**config.mk**
```make
export PLATFORM = sky130hd
export DESIGN_NAME = add_m
export DESIGN_NICKNAME = d
export VERILOG_FILES = /design/src/rtl/add_m.sv
export SDC_FILE = /design/constraint.sdc
export NUM_CORES = 1
export LEC_CHECK = 0
export BUFFER_PORTS_ARGS = -buffer_cell sky130_fd_sc_hd__buf_2
export CAP_MARGIN = 5
export CORE_MARGIN = 5
export CORE_UTILIZATION = 40
export CTS_CLUSTER_DIAMETER = 150
export CTS_CLUSTER_SIZE = 25
export DETAILED_ROUTE_END_ITERATION = 8
export GPL_ROUTABILITY_DRIVEN = 0
export PLACE_DENSITY_LB_ADDON = 0.25
export SLEW_MARGIN = 25
export SYNTH_ARGS = -nofsm -noshare
export SYNTH_HDL_FRONTEND = slang
export SYNTH_SLANG_ARGS = --single-unit
```
**constraint.sdc**
```tcl
create_clock -name clk -period 0.85 [get_ports clk]
set_clock_uncertainty 0.1 [all_clocks]
set_input_delay 0.17 -clock clk [delete_from_list [all_inputs] [get_ports clk]]
set_output_delay 0.17 -clock clk [all_outputs]
set_load 0.02 [all_outputs]
```
**src/rtl/add_m.sv**
```systemverilog
`default_nettype none
// ============================================================================
// Module   : add_m
// Brief    : Lane-wise signed adder for packed rows with wrap and overflow.
// Revision : 1.0  initial release
// ============================================================================

module add_m #(
   parameter int ELEM_W = 8,
   parameter int N_ELEM = 5
) (
   input  logic                       clk,
   input  logic                       rst,
   input  logic                       in_valid,
   input  logic [ELEM_W*N_ELEM-1:0]   m1,
   input  logic [ELEM_W*N_ELEM-1:0]   m2,
   output logic [ELEM_W*N_ELEM-1:0]   m_out,
   output logic                       ovf,
   output logic [N_ELEM-1:0]          ovf_lane,
   output logic                       out_valid
);

   localparam int W = ELEM_W * N_ELEM;

   logic [W-1:0]      w_sum_row;
   logic [N_ELEM-1:0] w_ovf_lane;

   logic [W-1:0]      r_m_out;
   logic              r_ovf;
   logic [N_ELEM-1:0] r_ovf_lane;
   logic              r_out_valid;

   // Lane 0 sits at the MSB end; ovf_lane keeps the same ordering so that the
   // written binary value reads lane 0 first.
   for (genvar i = 0; i < N_ELEM; i++) begin : g_lane
      localparam int HI = W - 1 - i * ELEM_W;

      logic [ELEM_W-1:0] w_a;
      logic [ELEM_W-1:0] w_b;
      logic [ELEM_W:0]   w_s;

      assign w_a = m1[HI -: ELEM_W];
      assign w_b = m2[HI -: ELEM_W];
      assign w_s = {w_a[ELEM_W-1], w_a} + {w_b[ELEM_W-1], w_b};

      assign w_sum_row[HI -: ELEM_W]  = w_s[ELEM_W-1:0];
      // Sign-extended sum disagrees in its top two bits only on true overflow.
      assign w_ovf_lane[N_ELEM-1-i]   = w_s[ELEM_W] ^ w_s[ELEM_W-1];
   end

   always_ff @(posedge clk or negedge rst) begin
      if (!rst) begin
         r_m_out     <= '0;
         r_ovf       <= 1'b0;
         r_ovf_lane  <= '0;
         r_out_valid <= 1'b0;
      end else begin
         r_out_valid <= in_valid;
         if (in_valid) begin
            r_m_out    <= w_sum_row;
            r_ovf      <= |w_ovf_lane;
            r_ovf_lane <= w_ovf_lane;
         end
      end
   end

   assign m_out     = r_m_out;
   assign ovf       = r_ovf;
   assign ovf_lane  = r_ovf_lane;
   assign out_valid = r_out_valid;

endmodule

`default_nettype wire

```
==> results of run 1 <==
layout make-up:
| type | count | area [um2] |
|---|---|---|
| multi-input cells | 265 | 2890 |
| flip-flops and latches | 47 | 1180 |
| well taps | 105 | 131 |
| repair buffers | 236 | 2030 |
| fillers | 509 | 1830 |
| inverters | 9 | 33.8 |
| clock inverters | 1 | 5.00 |
| clock buffers | 7 | 76.3 |
through the flow:
step / power (mW) / hold slack (ns) / area (um2) / utilization [%] / TNS, ns
after floorplan: 5.17 / -0.226 / 3700 / - / -24.74
after global placement: 6.64 / -0.0544 / 5050 / 61.8 / -35.57
after detailed placement: 6.75 / -0.0495 / 5050 / 61.8 / -36.48
after CTS: 9.33 / 0.101 / 5960 / 73.0 / -33.89
after global routing: 10.4 / 0.104 / 6350 / 77.6 / -37.88
final: 9.86 / 0.102 / 6350 / 77.6 / -34.80
cells by family (layout without fill, tap and decap cells):
| family | Yosys count | count (layout) | synth area share, % |
|---|---|---|---|
| buf+inv | 15 | 253 | 1.69 |
| xor+xnor | 24 | 24 | 6.32 |
| flops | 47 | 47 | 35.4 |
| mux | 27 | 27 | 9.15 |
| compound gates | 88 | 88 | 18.4 |
| simple gates | 81 | 81 | 11.0 |
| fa+ha+maj | 45 | 45 | 18.1 |
critical path: stages:
cell and delay, ns:
buf_6 0.10, ha_4 0.16, fa_2 0.39, a211oi_4 0.30
o21bai_1 0.14, a21oi_2 0.18, nor2_1 0.06, o21ai_1 0.13
o311a_1 0.23, a41oi_2 0.12
repair_timing:
action,4_1_cts,5_1_grt
gates cloned,0,0
hold endpoints to repair,47,0
setup buffers,26,20
endpoints found under the setup margin,93,93
resized for setup,181,66
pin swaps,61,54
hold buffers,1,0
sequential cells by signal, summed over array words and instances (netlist names):
signal,flops
ovf,1
m_out,40
out_valid,1
ovf_lane,5
synth_stat cells (all sizes together):
| cell type | number |
|---|---|
| o41ai | 1 |
| a2111oi | 1 |
| dfrtp | 47 |
| a21oi | 21 |
| a21o | 10 |
| o21ai | 18 |
| a221oi | 1 |
| o2111ai | 1 |
| nand4b | 1 |
| o21bai | 3 |
| o211ai | 1 |
| mux2 | 27 |
| o32a | 2 |
| o21a | 7 |
| clkbuf | 5 |
| nand3 | 4 |
| nor2b | 9 |
| or3 | 1 |
| a31oi | 2 |
| a31o | 1 |
| a311oi | 2 |
| xnor2 | 21 |
| nor2 | 42 |
| fa | 5 |
| xor2 | 3 |
| ha | 40 |
| nor4 | 1 |
| inv | 9 |
| a211o | 1 |
| buf | 1 |
| nor3 | 8 |
| nand2b | 4 |
| nand2 | 10 |
| a41oi | 1 |
| and3 | 1 |
| a211oi | 9 |
| o2bb2ai | 4 |
| o311a | 1 |
| a32oi | 1 |
power by group through the flow:
stage	Clock (mW)	Sequential (mW)	Combinational, mW
3_3_place_gp	0	2.97	3.67
5_1_grt	1.49	3.12	5.80
4_1_cts	1.40	3.05	4.89
2_1_floorplan	0	3.52	1.65
6_report	1.36	3.07	5.42
3_5_place_dp	0	2.99	3.76
per-layer routing:
layer | vias to the layer above | track usage (%) | wire (um)
met3 | 18 | 3.93 | 611
li1 | 1656 | - | -
met4 | 0 | 4.91 | 202
met5 | - | 0 | 0
met2 | 94 | 37.0 | 5900
met1 | 1668 | 23.6 | 4290
worst max path at each step:
stage / startpoint / to
after floorplan: m1[32] / ovf
after global placement: m1[32] / ovf
after detailed placement: m1[32] / ovf
after CTS: m1[32] / ovf
after global routing: m1[24] / ovf
final: m1[24] / ovf
==> out/qor.yml, run 1 <==
synth_top_cell_area_share_pct: 35.4
cts_max_level: 2
drc: 0
pre_cts_slack_ns: -1.40
grtUsageTotal_pct: 20.0
min_to: "m_out[16]"
status: "finished with violations"
core_um2: 8180
cp.required_ns: 0.92
min_period_ns: 1.91
hp-class: "in2reg"
areaGrowthSynthToFinish_pct: 90.9
critical_path_class: "in2reg"
worstPathArrival_ns: 1.98
netlist_instances: 327
clock_sinks: 47
io_pins: 130
r2r-start: "m_out[21]"
combPwrFrac_pct: 55.0
synth_seq_area_share_pct: 35.4
wl_um: 11000
cts_made_buffers: 5
clk_latency_ns: 0.30
max-cap-violations: 0
yosysUniqueCellTypes: 42
setup_violations: 93
synth_top_area_cell: "dfrtp_1"
fin_ws_ns: -1.06
p_int_mw: 6.37
n_antenna_cell: 0
tightest_slew_ns: 0.327
switching_power_mw: 3.48
p_per_area_nw_per_um2: 1550
drive_above_1_share_pct: 66.5
first_global_vias: 3663
ys_warn_count: 0
cp-end-kind: "flop"
dpl.hpwl_um: 7410
viasPerCell: 5.13
grt_pass1_wl_um: 16700
yosys-top-cells-area: "dfrtp_1, ha_1, mux2_2"
dp.cells: 629
leakagePower_nw: 2.93
timing.final.hold_violations: 0
drtIter0Drc: 90
port_buffers: 129
antenna_found_initial: 0
final_cell_mix: "buf_6, buf_4, buf_2"
holdCritStartpoint: "m1[16]"
max_freq_ghz: 0.524
layout_commonest_cell: "buf_6"
maxSlewViolCount: 0
whs_path_depth: 3
final_cells: 670
die_x_um: 101
r2r_slack_ns: -0.17
grt_max_degree: 23
rsz0062_at_grt: "yes"
cts_buffer_depth: 2
synth_nets: 455
ant_nets: 0
period_share_pct: 224
clk_pin_slew_ns: 0.09
die_height_um: 101
start_util_pct: 40.7
cp_max_fo: 3
avgSynthCellArea_um2: 10.2
netlist_area_um2: 3320
violations: "negative setup slack"
slew_headroom_pct: 77.9
pwr-share-clk_pct: 13.8
seqPwrFrac_pct: 31.2
num-nets-final: 692
dr.pass1.iters: 4
startpoint_type: "input pin"
cts-root-buf: "clkbuf_8"
p_sw_share_pct: 35.3
die_area_um2: 10200
wl_per_cell_um: 16.4
r2r_cells: 2
cts_tree: "built"
num_rows: 33
gr-total-overflow: 0
r2r_end: "m_out[21]"
max-vdd-ir-drop_uv: 919
ys_seq_elements: 47
num_vias: 3436
No activity file was read; power rests on OpenSTA's default activity.
==> inputs of run 2 (changes only) <==
Settings changed: RECOVER_POWER from default to 100.
==> out/qor.yml, run 2 (synthesis gave the netlist of run 1 again) <==
status: "finished with violations"
violations: "negative setup slack"
final.fill_count: 512
largest_reg_flops: 40
p_per_area_nw_per_um2: 1560
place_area_um2: 5050
cts_max_level: 2
cts_buffer_depth: 2
p_total_mw: 9.85
cpPeakStageDelay_ns: 0.39
die_height_um: 101
cts-root-buf: "clkbuf_8"
r2r_slack_ns: -0.17
num_rows: 33
first_global_vias: 3663
antenna_found_initial: 0
min_period_ns: 1.91
grtUsageTotal_pct: 20.0
num-nets-final: 692
grt_pass1_wl_um: 16700
die_area_um2: 10200
hold-worst-slack_ns: 0.102
layout_commonest_cell: "buf_6"
ant_nets: 0
viasPerCell: 5.16
clk_pin_slew_ns: 0.09
final_cell_mix: "buf_6, buf_4, buf_2"
drtIter0Drc: 114
n_antenna_cell: 0
gr-total-overflow: 0
io_pins: 130
cp.required_ns: 0.92
max-cap-violations: 0
cp_max_fo: 3
period_share_pct: 224
critical_path_class: "in2reg"
fin_ws_ns: -1.06
cts_made_buffers: 5
worstPathArrival_ns: 1.98
leakagePower_nw: 2.92
start_util_pct: 40.7
critical-path-top-delay-family: "compound AO/OA/AOI/OAI gates"
rsz0062_at_grt: "yes"
dr.pass1.iters: 4
tns_ns: -34.94
seq_area_um2: 1180
clock_sinks: 47
grt_max_degree: 23
tightest_slew_ns: 0.327
die_x_um: 101
final_util_pct: 77.3
clk_latency_ns: 0.30
max-vdd-ir-drop_uv: 919
path_buf_inv: 1
slew_headroom_pct: 77.9
setup_violations: 93
num_vias: 3454
dpl.hpwl_um: 7410
maxSlewViolCount: 0
core_um2: 8180
wl_per_cell_um: 16.5
drc: 0
areaGrowthSynthToFinish_pct: 90.2
max_freq_ghz: 0.524
crit_slowest_cell: "fa_2"
multi_input_area_um2: 2890
port_buffers: 129
final_cell_area_um2: 6320
pre_cts_slack_ns: -1.40
wl_um: 11000
drive_above_1_share_pct: 66.5
timing.final.hold_violations: 0
dp.cells: 629
final_cells: 670
cts_tree: "built"
cp-end-kind: "flop"
cp_cell_sequence: "buf_6 > ha_4 > fa_2 > a211oi_4 > o21bai_1 > a21oi_2 > nor2_1 > o21ai_1 > o311a_1 > a41oi_2"
startpoint_type: "input pin"
hp-class: "in2reg"
[run 2: changes by cell type in the layout (fill, tap and decap cells not counted)]
cell	previous run	this run
buf_12	4	1
buf_2	61	60
clkbuf_4	0	1
buf_8	6	8
clkbuf_2	0	1
[run 2: worst register-to-register path: stages (launching register included)]
cell	delay [ns]
dfrtp_1	0.41
buf_4	0.14
mux2_4	0.26
[run 2: repair_timing]
| item | 4_1_cts | 5_1_grt |
|---|---|---|
| hold endpoints to repair | 47 | 0 |
| gates resized for setup | 181 | 66 |
| setup endpoints to repair | 93 | 93 |
| setup buffers | 26 | 20 |
| pin swaps | 61 | 54 |
| hold buffers | 1 | 0 |
| cloned | 0 | 0 |
[run 2: power by group]
| group | switching [mW] | internal, mW |
|---|---|---|
| logic | 2.32 | 3.09 |
| clock network | 0.781 | 0.581 |
| registers | 0.379 | 2.69 |
[run 2: metal layers]
metal  wire (um)  track usage, %
met5           0               0
met4         189            4.91
met3         652            3.93
met2        5940            37.0
met1        4260            23.6
[run 2: layout make-up]
type | count | area share (%)
clock buffers | 7 | 1.21
clock inverters | 1 | 0.0791
inverters | 9 | 0.534
multi-input cells | 265 | 45.7
flip-flops and latches | 47 | 18.7
well taps | 105 | 2.08
repair buffers | 236 | 31.7
[run 2: final timing paths]
kind / start / endpoint / cells after the start
worst max-delay path: m1[24] / ovf / 10
worst min-delay path: m1[16] / m_out[16] / 3
worst max register to register: m_out[31] / m_out[31] / 2
worst min register to register: ovf_lane[3] / ovf_lane[3] / 2
max in group asynchronous: rst / m_out[8] / 3
min in group asynchronous: rst / m_out[37] / 2
==> inputs of run 3 (changes only) <==
Settings changed: ABC_AREA from default to 1.
==> out/qor.yml, run 3 <==
status: "finished with violations"
violations: "negative setup slack"
viasPerCell: 4.89
slew_headroom_pct: 61.9
cts-root-buf: "clkbuf_8"
path_buf_inv: 3
pwr-share-clk_pct: 17.3
fin_ws_ns: -0.712
period_share_pct: 184
num_rows: 34
max-vdd-ir-drop_uv: 865
layout_commonest_cell: "nand2_1"
pre_cts_slack_ns: -1.05
ys_warn_count: 0
r2r_slack_ns: -0.16
port_buffers: 129
avgSynthCellArea_um2: 7.39
cp_max_fo: 2
holdCritStartpoint: "m1[24]"
seqPwrFrac_pct: 29.0
drtIter0Drc: 102
areaGrowthSynthToFinish_pct: 93.9
whs_path_depth: 4
grt_max_degree: 48
min_period_ns: 1.56
p_sw_share_pct: 36.2
cts_max_level: 2
start_util_pct: 40.8
p_per_area_nw_per_um2: 1470
yosys-top-cells-area: "dfrtp_1, nand2_1, ha_1"
max_freq_ghz: 0.640
tns_ns: -26.25
synth_seq_area_share_pct: 33.4
final_cells: 823
synth_nets: 605
cts_tree: "built"
first_global_vias: 4096
grt_pass1_wl_um: 18500
ys_seq_elements: 47
synthFlopType: "dfrtp_1"
min_to: "m_out[24]"
netlist_area_um2: 3520
p_total_mw: 10.1
combPwrFrac_pct: 53.7
async_reset_ff_share_pct: 100
cts_made_buffers: 5
hp-class: "in2reg"
cp_cell_sequence: "buf_8 > ha_4 > inv_2 > fa_2 > inv_2 > nand2_2 > nand3_2 > nand3_2 > nand2_2 > nand2_2 > nand3_2 > nand2_1 > nor2_2 > nand2_1 > nand2_1 > nand3_1"
cp.required_ns: 0.94
synth_top_area_cell: "dfrtp_1"
drc: 0
core_um2: 8640
cpPeakStageDelay_ns: 0.37
p_int_mw: 6.41
cp-end-kind: "flop"
final_cell_mix: "nand2_1, buf_6, buf_4"
gr-total-overflow: 0
r2r_cells: 3
tightest_slew_ns: 0.572
final_util_pct: 79.1
n_antenna_cell: 0
num_vias: 4021
clk_latency_ns: 0.29
netlist_instances: 477
dpl.hpwl_um: 7620
switching_power_mw: 3.64
ant_nets: 0
clock_sinks: 47
yosysUniqueCellTypes: 29
worstPathArrival_ns: 1.65
num-nets-final: 842
r2r-start: "ovf_lane[1]"
grtUsageTotal_pct: 19.8
drive_above_1_share_pct: 57.6
clk_pin_slew_ns: 0.10
final.fill_count: 554
dp.cells: 764
largest_reg_flops: 40
startpoint_type: "input pin"
setup_violations: 88
maxSlewViolCount: 0
wl_um: 11700
dr.pass1.iters: 4
critical_path_class: "in2reg"
antenna_found_initial: 0
crit_slowest_cell: "fa_2"
synth_top_cell_area_share_pct: 33.4
synth_edf_count: 0
r2r_end: "ovf_lane[1]"
cts_buffer_depth: 2
io_pins: 130
leakagePower_nw: 3.38
synth.most_common_cell: "nand2_1"
timing.final.hold_violations: 0
critical-path-top-delay-family: "simple AND/OR/NAND/NOR gates"
die_height_um: 104
wl_per_cell_um: 14.3
max-cap-violations: 0
die_area_um2: 10800
yosys-top-cells-count: "nand2_1, dfrtp_1, inv_1, ha_1, nor2_1"
die_x_um: 104
rsz0062_at_grt: "yes"
==> run 3: cell count changes after synthesis, sizes merged, moves of 12 or more <==
cell   delta
mux2     -27
xnor2    -18
xor2     +12
inv      +38
nand3    +24
o21ai    +12
nand2   +173
==> run 3: worst max path at each step <==
stage / startpoint / endpoint / slack, ns / depth (start not counted)
4_1_cts: m2[16] / ovf / -0.65 / 15
3_5_place_dp: m1[0] / ovf / -1.05 / 16
5_1_grt: m2[32] / ovf / -0.79 / 12
6_report: m1[0] / ovf / -0.71 / 16
3_3_place_gp: m1[0] / ovf / -1.02 / 16
2_1_floorplan: m1[0] / ovf / -0.78 / 15
==> run 3: area by class of cell <==
type / instances / area (um2) / share of cell area, %
inverters: 47 / 181 / 2.66
clock buffers: 6 / 82.6 / 1.21
repair buffers: 239 / 2120 / 31.0
multi-input cells: 374 / 3110 / 45.4
well taps: 108 / 135 / 1.98
clock inverters: 2 / 35.0 / 0.513
flip-flops and latches: 47 / 1180 / 17.2
==> run 3: layer usage <==
layer | share of wire, % | track usage [%] | vias to the layer above
met3 | 4.5 | 3.79 | 14
li1 | - | - | 2007
met4 | 1.3 | 4.81 | 0
met2 | 55 | 36.7 | 104
met5 | 0 | 0 | -
met1 | 39 | 23.2 | 1896
==> run 3: tightest hold or removal path, delay by kind of cell <==
kind          cells  cell delay [ns]
buf+inv           1             0.07
fa+ha+maj         1             0.11
simple gates      2             0.09
==> run 3: power by group through the flow <==
stage	logic (mW)	registers, mW	clock network (mW)
finish	5.40	2.92	1.74
detailed placement	3.56	2.86	0
CTS	4.73	2.91	1.78
floorplan	1.63	3.33	0
global placement	3.48	2.86	0
global route	5.84	2.96	1.88
==> run 3: metrics by stage <==
step	hold slack, ns	area [um2]
global route	0.0595	6830
CTS	0.0619	6310
finish	0.0675	6830
global placement	0.0745	5150
floorplan	-0.226	3960
detailed placement	0.0767	5150
==> run 3: cells by family after synthesis <==
group | after synthesis | synth area share, %
AND/OR/NAND/NOR | 251 | 29.0
AO/OA/AOI/OAI | 60 | 9.62
buffers and inverters | 56 | 6.50
flip-flops | 47 | 33.4
adder cells (fa/ha/maj) | 45 | 17.0
XOR/XNOR | 18 | 4.47
==> run 3: what timing repair did <==
action                                 4_1_cts  5_1_grt
hold buffers                                 1        0
buffers inserted                            34       26
endpoints found under the hold margin       47        0
pin swaps                                  105       76
setup endpoints to repair                   88       88
resized for setup                          208       95
